$ cat src/rtl/uart_tx_arb_pkg.sv
// Shared definitions for the UART transmit arbiter: FSM state encodings and
// the largest supported requester count (the contents of uart_defs.v).
// Optional feature macro used by this block: UART_TX_ARB_LOCK_EN.
package uart_tx_arb_pkg;

  // Encodings are fixed so debug taps and checkers can decode them directly.
  typedef enum logic [1:0] {
    IDLE      = 2'd0,
    SEND      = 2'd1,
    WAIT_LOW  = 2'd2,
    WAIT_HIGH = 2'd3
  } state_t;

  // Largest number of requesters the arbiter is built for.
  localparam int MAX_N = 8;

endpackage

$ cat src/rtl/uart_tx_arb_if.sv
// Requester/transmitter bundle of the UART transmit arbiter.
// Handshake: requester i raises req_valid[i] with req_data[i] and holds both
// until the arbiter pulses req_ack[i] for one cycle; the arbiter pulses
// tx_strobe for one cycle with tx_data, and the transmitter reports idle on
// tx_ready (it drops after a strobe and rises after the stop bit).
// With UART_TX_ARB_LOCK_EN defined, req_last[i] marks a message's final byte.
interface uart_tx_arb_if #(
  parameter int N   = 4,
  parameter int IDW = $clog2(N)
);
  import uart_tx_arb_pkg::*;

  logic [N-1:0]   req_valid;
  logic [8*N-1:0] req_data;
  logic [N-1:0]   req_ack;
`ifdef UART_TX_ARB_LOCK_EN
  logic [N-1:0]   req_last;
`endif
  logic [7:0]     tx_data;
  logic           tx_strobe;
  logic           tx_ready;
  logic [IDW-1:0] owner;
  logic           busy;
  state_t         dbg_state;

`ifdef UART_TX_ARB_LOCK_EN
  modport slave (
    input  req_valid, req_data, req_last, tx_ready,
    output req_ack, tx_data, tx_strobe, owner, busy, dbg_state
  );
  modport master (
    output req_valid, req_data, req_last, tx_ready,
    input  req_ack, tx_data, tx_strobe, owner, busy, dbg_state
  );
`else
  modport slave (
    input  req_valid, req_data, tx_ready,
    output req_ack, tx_data, tx_strobe, owner, busy, dbg_state
  );
  modport master (
    output req_valid, req_data, tx_ready,
    input  req_ack, tx_data, tx_strobe, owner, busy, dbg_state
  );
`endif

endinterface

$ cat src/rtl/uart_tx_arb_rr_pick.sv
// Rotating-priority search: starting at base and ascending with wrap-around,
// report the first set bit of req.
module rr_pick #(
  parameter int N   = 4,
  parameter int IDW = $clog2(N)
) (
  input  logic [N-1:0]   req,
  input  logic [IDW-1:0] base,
  output logic           found,
  output logic [IDW-1:0] idx
);

  logic [N-1:0] rot;
  logic [IDW:0] sum;

  // Rotate so bit 0 is the base position, then take the lowest set bit.
  always_comb begin
    rot   = N'({req, req} >> base);
    found = 1'b0;
    idx   = '0;
    sum   = '0;
    for (int k = 0; k < N; k++) begin
      if (!found && rot[k]) begin
        found = 1'b1;
        sum   = {1'b0, base} + (IDW+1)'(k);
        if (sum >= (IDW+1)'(N)) sum = sum - (IDW+1)'(N);
        idx   = sum[IDW-1:0];
      end
    end
  end

endmodule

$ cat src/rtl/uart_tx_arb.sv
// Round-robin arbiter feeding N byte requesters into one UART transmitter.
// Optional macro UART_TX_ARB_LOCK_EN: keep the grant on one requester until
// it sends a byte flagged by req_last.
module uart_tx_arb
  import uart_tx_arb_pkg::*;
#(
  parameter int N   = 4,
  parameter int IDW = $clog2(N)
) (
  input  logic          clk,
  input  logic          reset,
  uart_tx_arb_if.slave  bus
);

  state_t         state_q, state_d;
  logic [IDW-1:0] owner_q, owner_d;
  logic [7:0]     tx_data_q, tx_data_d;
  logic           tx_strobe_q, tx_strobe_d;
  logic [N-1:0]   req_ack_q, req_ack_d;
`ifdef UART_TX_ARB_LOCK_EN
  logic           lock_q, lock_d;
`endif

  logic [IDW:0]   base_sum;
  logic [IDW-1:0] base;
  logic [N-1:0]   cand;
  logic           pick_found;
  logic [IDW-1:0] pick_idx;

  // Search starts one past the last owner, wrapping at N.
  always_comb begin
    base_sum = {1'b0, owner_q} + (IDW+1)'(1);
    if (base_sum >= (IDW+1)'(N)) base_sum = '0;
    base = base_sum[IDW-1:0];
  end

  // Candidate requests; a held lock narrows them to the current owner.
  always_comb begin
    cand = bus.req_valid;
`ifdef UART_TX_ARB_LOCK_EN
    if (lock_q) cand = bus.req_valid & (N'(1) << owner_q);
`endif
  end

  rr_pick #(.N(N), .IDW(IDW)) u_pick (
    .req   (cand),
    .base  (base),
    .found (pick_found),
    .idx   (pick_idx)
  );

  // Next-state logic; strobe and ack are registered so they appear in SEND.
  always_comb begin
    state_d     = state_q;
    owner_d     = owner_q;
    tx_data_d   = tx_data_q;
    tx_strobe_d = 1'b0;
    req_ack_d   = '0;
`ifdef UART_TX_ARB_LOCK_EN
    lock_d      = lock_q;
`endif
    case (state_q)
      IDLE: begin
        if (bus.tx_ready && pick_found) begin
          state_d     = SEND;
          owner_d     = pick_idx;
          tx_strobe_d = 1'b1;
          req_ack_d   = N'(1) << pick_idx;
          for (int i = 0; i < N; i++) begin
            if (pick_idx == IDW'(i)) tx_data_d = bus.req_data[8*i +: 8];
          end
`ifdef UART_TX_ARB_LOCK_EN
          lock_d      = !bus.req_last[pick_idx];
`endif
        end
      end
      SEND:      state_d = WAIT_LOW;
      // tx_ready can still read high right after the strobe; wait for the fall.
      WAIT_LOW:  if (!bus.tx_ready) state_d = WAIT_HIGH;
      WAIT_HIGH: if (bus.tx_ready)  state_d = IDLE;
      default:   state_d = IDLE;
    endcase
  end

  // State and registered outputs; reset abandons any byte in flight.
  always_ff @(posedge clk) begin
    if (reset) begin
      state_q     <= IDLE;
      owner_q     <= IDW'(N-1);
      tx_data_q   <= '0;
      tx_strobe_q <= 1'b0;
      req_ack_q   <= '0;
`ifdef UART_TX_ARB_LOCK_EN
      lock_q      <= 1'b0;
`endif
    end else begin
      state_q     <= state_d;
      owner_q     <= owner_d;
      tx_data_q   <= tx_data_d;
      tx_strobe_q <= tx_strobe_d;
      req_ack_q   <= req_ack_d;
`ifdef UART_TX_ARB_LOCK_EN
      lock_q      <= lock_d;
`endif
    end
  end

  assign bus.tx_data   = tx_data_q;
  assign bus.tx_strobe = tx_strobe_q;
  assign bus.req_ack   = req_ack_q;
  assign bus.owner     = owner_q;
  assign bus.busy      = (state_q != IDLE);
  assign bus.dbg_state = state_q;

endmodule

$ cat src/flat_wrapper.sv
// flat-port wrapper written by rule: the top's interface ports become plain ports
module uart_tx_arb_flat import uart_tx_arb_pkg::*;
#(
  parameter int N   = 4,
  parameter int IDW = $clog2(N)
)
  (clk, reset, bus_req_valid, bus_req_data, bus_tx_ready, bus_req_ack, bus_tx_data, bus_tx_strobe, bus_owner, bus_busy, bus_dbg_state);
  uart_tx_arb_if #(.N(N), .IDW(IDW)) bus_i ();
  input  logic clk;
  input  logic reset;
  input wire logic [$bits(bus_i.req_valid)-1:0] bus_req_valid;
  input wire logic [$bits(bus_i.req_data)-1:0] bus_req_data;
  input wire logic [$bits(bus_i.tx_ready)-1:0] bus_tx_ready;
  output wire logic [$bits(bus_i.req_ack)-1:0] bus_req_ack;
  output wire logic [$bits(bus_i.tx_data)-1:0] bus_tx_data;
  output wire logic [$bits(bus_i.tx_strobe)-1:0] bus_tx_strobe;
  output wire logic [$bits(bus_i.owner)-1:0] bus_owner;
  output wire logic [$bits(bus_i.busy)-1:0] bus_busy;
  output wire logic [$bits(bus_i.dbg_state)-1:0] bus_dbg_state;
  assign bus_i.req_valid = bus_req_valid;
  assign bus_i.req_data = bus_req_data;
  assign bus_i.tx_ready = bus_tx_ready;
  assign bus_req_ack = bus_i.req_ack;
  assign bus_tx_data = bus_i.tx_data;
  assign bus_tx_strobe = bus_i.tx_strobe;
  assign bus_owner = bus_i.owner;
  assign bus_busy = bus_i.busy;
  assign bus_dbg_state = bus_i.dbg_state;
  uart_tx_arb #(.N(N), .IDW(IDW)) u_core (.clk(clk), .reset(reset), .bus(bus_i));
endmodule
$ cat config.mk
export PLATFORM = sky130hd
export DESIGN_NAME = uart_tx_arb_flat
export DESIGN_NICKNAME = d
export VERILOG_FILES = /design/src/rtl/uart_tx_arb_pkg.sv /design/src/rtl/uart_tx_arb_if.sv /design/src/rtl/uart_tx_arb_rr_pick.sv /design/src/rtl/uart_tx_arb.sv /design/src/flat_wrapper.sv
export SDC_FILE = /design/constraint.sdc
export NUM_CORES = 1
export LEC_CHECK = 0
export BUFFER_PORTS_ARGS = -buffer_cell sky130_fd_sc_hd__buf_4
export CORE_ASPECT_RATIO = 0.75
export CORE_MARGIN = 1
export CORE_UTILIZATION = 40
export DETAILED_ROUTE_END_ITERATION = 8
export HOLD_SLACK_MARGIN = 0.03
export PLACE_DENSITY = 0.82
export SYNTH_ARGS = -nofsm -noshare
export SYNTH_HDL_FRONTEND = slang
export SYNTH_SLANG_ARGS = --single-unit
$ cat constraint.sdc
create_clock -name clk -period 3.9 [get_ports clk]
set_input_delay 0 -clock clk [delete_from_list [all_inputs] [get_ports clk]]
set_output_delay 0 -clock clk [all_outputs]
set_load 0.1 [all_outputs]
==> results_dict.tcl <==
set metrics [dict create \
    outcome "finished, final reports clean" \
    port_buffers 56 \
    synth_fa_ha_area_frac 0.05214 \
    synthMuxAreaShare 0.2169 \
    final_min_period_over_clock_period 0.8019 \
    cts.htree.levels 1 \
    syn_area_per_cell_um2 8.954 \
    clock.fmax_mhz 319.8 \
    min_path_type "in2reg" \
    core_mm2 0.002723 \
    slowest_stage "a311oi_4" \
    holdPathStages 4 \
    cp.arrival_ps 3280 \
    path_cells "ha_1 > inv_1 > a211oi_1 > o21a_1 > a311oi_4 > buf_4 > mux2i_1 > mux2i_1 > a22o_1" \
    crit_family "compound AO/OA/AOI/OAI gates" \
    ys_seq_elements 17 \
    hpwl_um 2661 \
    start_util 0.4407 \
    clk_pin_slew_ps 70 \
    r2r_end "u_core.bus.tx_data[6]$_SDFFE_PP0P_" \
    synthFlopType "dfxtp_1" \
    wl_per_cell_um 15.04 \
    cts-root-buf "clkbuf_8" \
    period_needed_ps 3127 \
    cp_data_required_time_ps 4050 \
    final_net_count 231 \
    synth_area_mm2 0.001200 \
    cp.depth 9 \
    synth_top_family_by_area "compound AO/OA/AOI/OAI gates" \
    timing.slew.headroom 0.4163 \
    clk_latency_ps 260 \
    drive_gt1_frac 0.3548 \
    antenna_left 0 \
    vdd.ir_drop.worst_mv 0.4672 \
    cp-end-kind "flip-flop" \
    syn_inst 134 \
    setup_tns_ps 0 \
    cts_setup_buffers 0 \
    areaGrowthSynthToFinish_pct 41.19 \
    p_leak_nw 0.8326 \
    reg2reg_setup_slack_ps 770 \
    r2r_cells 9 \
    finalSetupViolations 0 \
    synth_nets 178 \
    crit_start "u_core.bus.owner[0]$_SDFFE_PP1P_" \
    grt_max_degree 15 \
    power_mw 1.145 \
    rsz0062_at_grt "false" \
    ioPinCount 57 \
    cts_buffers 3 \
    final.setup_skew_ps 5.072 \
    antenna_cells 0 \
    antenna_found_initial 0 \
    post-route-util 0.6222 \
    dieArea_mm2 0.003225 \
    yosys.area_share.xor_xnor 0 \
    die_w_um 65.24 \
    r2r_start "u_core.bus.owner[0]$_SDFFE_PP1P_" \
    grt_pass1_wl_um 5333 \
    drt_pass1_iterations 4 \
    cts_buffer_depth 2 \
    timing.critical_path.to "u_core.bus.tx_data[6]$_SDFFE_PP0P_" \
    ys_seq_area_frac 0.2836 \
    p_per_area_mw_per_mm2 676.1 \
    grt_pass1_vias 1168 \
    ys_types 34 \
    path_class "reg2reg" \
    ys_async_sr_fraction 0 \
    worstSetupStartpointType "flip-flop" \
    hold_viol_final 0 \
    synth_top_area_frac 0.2836 \
    clock_sinks 17 \
    timing.hold.ws_ps 155.2 \
    cp_num_buf_inv 2 \
    gp_congestion 1.014 \
    drcViolationCount 0 \
    num_rows 16 \
    slew_viol_final 0 \
    via_count 1232 \
    slowest_delay_ps 720 \
    grt_usage 0.2180 \
    critical_path.most_common_cell "mux2i_1" \
    crit_fanout 14 \
    synth_compound_area_frac 0.2252 \
    die_h_um 49.43 \
    grt-ovfl-total 0 \
    yosys.area_share.simple 0.1564 \
    synth.area.top_cells "dfxtp_1, mux2i_1, a22o_1" \
    worst_pin_slew_ps 875.6 \
    drt_wl_total_um 3338 \
    drt-initial-drc-count 76 \
    via_per_inst 5.550 \
    yosysWarnings 0 \
    synth-edff-count 0 \
    cts_tree "yes" \
    hp-start "bus_req_data[17]" \
    yosysTopAreaCell "dfxtp_1" \
    maxCapViolCount 0 \
]
==> metal layers <==
metal | share of wire | vias up | global-route usage
li1 | - | 596 | -
met1 | 0.40 | 580 | 0.2426
met2 | 0.52 | 45 | 0.3935
met3 | 0.055 | 11 | 0.05607
met4 | 0.027 | 0 | 0.07971
met5 | 0 | - | 0
==> final cells by class <==
class | instances | area, um^2
multi-input cells | 100 | 798.3
clock inverters | 1 | 5.005
flip-flops and latches | 17 | 340.3
clock buffers | 3 | 41.29
well taps | 36 | 45.04
inverters | 7 | 26.28
repair buffers | 58 | 437.9
fillers | 239 | 1028
==> how the worst min path moves through the flow <==
stage                                      endpoint  slack [ps]
2_1_floorplan  u_core.bus.dbg_state[1]$_SDFFE_PP0P_          70
5_1_grt          u_core.bus.tx_data[1]$_SDFFE_PP0P_         180
6_report         u_core.bus.tx_data[1]$_SDFFE_PP0P_         160
3_5_place_dp   u_core.bus.dbg_state[1]$_SDFFE_PP0P_         240
4_1_cts          u_core.bus.tx_data[1]$_SDFFE_PP0P_         150
3_3_place_gp   u_core.bus.dbg_state[1]$_SDFFE_PP0P_         240
==> power by group <==
group | switching [mW] | internal [mW]
Clock | 0.0622 | 0.0710
Combinational | 0.531 | 0.240
Sequential | 0.0297 | 0.211
==> worst register-to-register path: stages, from the launching register on <==
cell      delay (ps)
dfxtp_1          560
ha_1             450
inv_1            220
a211oi_1         100
o21a_1           150
a311oi_4         720
buf_4            310
mux2i_1          200
mux2i_1          100
a22o_1           200
==> what timing repair did <==
item	in CTS	in global routing
endpoints found under the setup margin	0	0
gates resized for setup	0	0
hold buffers	1	0
endpoints found under the hold margin	5	0
==> cells in the mapped netlist (all sizes together), types with 3 or more instances <==
cell type  number
nor3            3
inv             7
a22o            8
a21oi           4
ha              5
mux2i          26
nor2            8
a211o           3
o21ai           7
clkbuf          3
nand2           6
dfxtp          17
buf             7
nor2b           7
==> cell families after synthesis <==
logic type / after synthesis
buffers and inverters: 17
AO/OA/AOI/OAI: 34
adder cells (fa/ha/maj): 5
flip-flops: 17
AND/OR/NAND/NOR: 35
multiplexers: 26
==> placed cells by master, fill, tap and decap left out, types with 2 or more instances in the layout <==
cell	n
a2111o_1	2
a211o_1	3
a211oi_1	2
a21oi_1	3
a22o_1	8
a31oi_1	2
buf_4	57
clkbuf_8	3
dfxtp_1	17
ha_1	5
inv_1	7
mux2i_1	26
nand2_1	6
nand3_1	2
nand3b_1	2
nand4_1	2
nor2_1	8
nor2b_1	7
nor3_1	3
o21ai_0	6
==> flip-flops by register name, indices dropped and copies added, names as in the netlist <==
signal,cells
u_core.bus.dbg_state,2
u_core.bus.owner,2
u_core.bus.req_ack,4
u_core.bus.tx_data,8
u_core.bus.tx_strobe,1
==> through the flow <==
| step | std cells | cell area [um^2] | worst slack [ps] |
|---|---|---|---|
| 6_report | 222 | 1694 | 772.6 |
| 5_1_grt | 222 | 1694 | 519.0 |
| 4_1_cts | 222 | 1694 | 787.4 |
| 3_5_place_dp | 217 | 1638 | 790.6 |
| 3_3_place_gp | 217 | 1638 | 1004 |
| 2_1_floorplan | 134 | 1200 | 772.8 |
No activity file was read; power rests on OpenSTA's default activity.
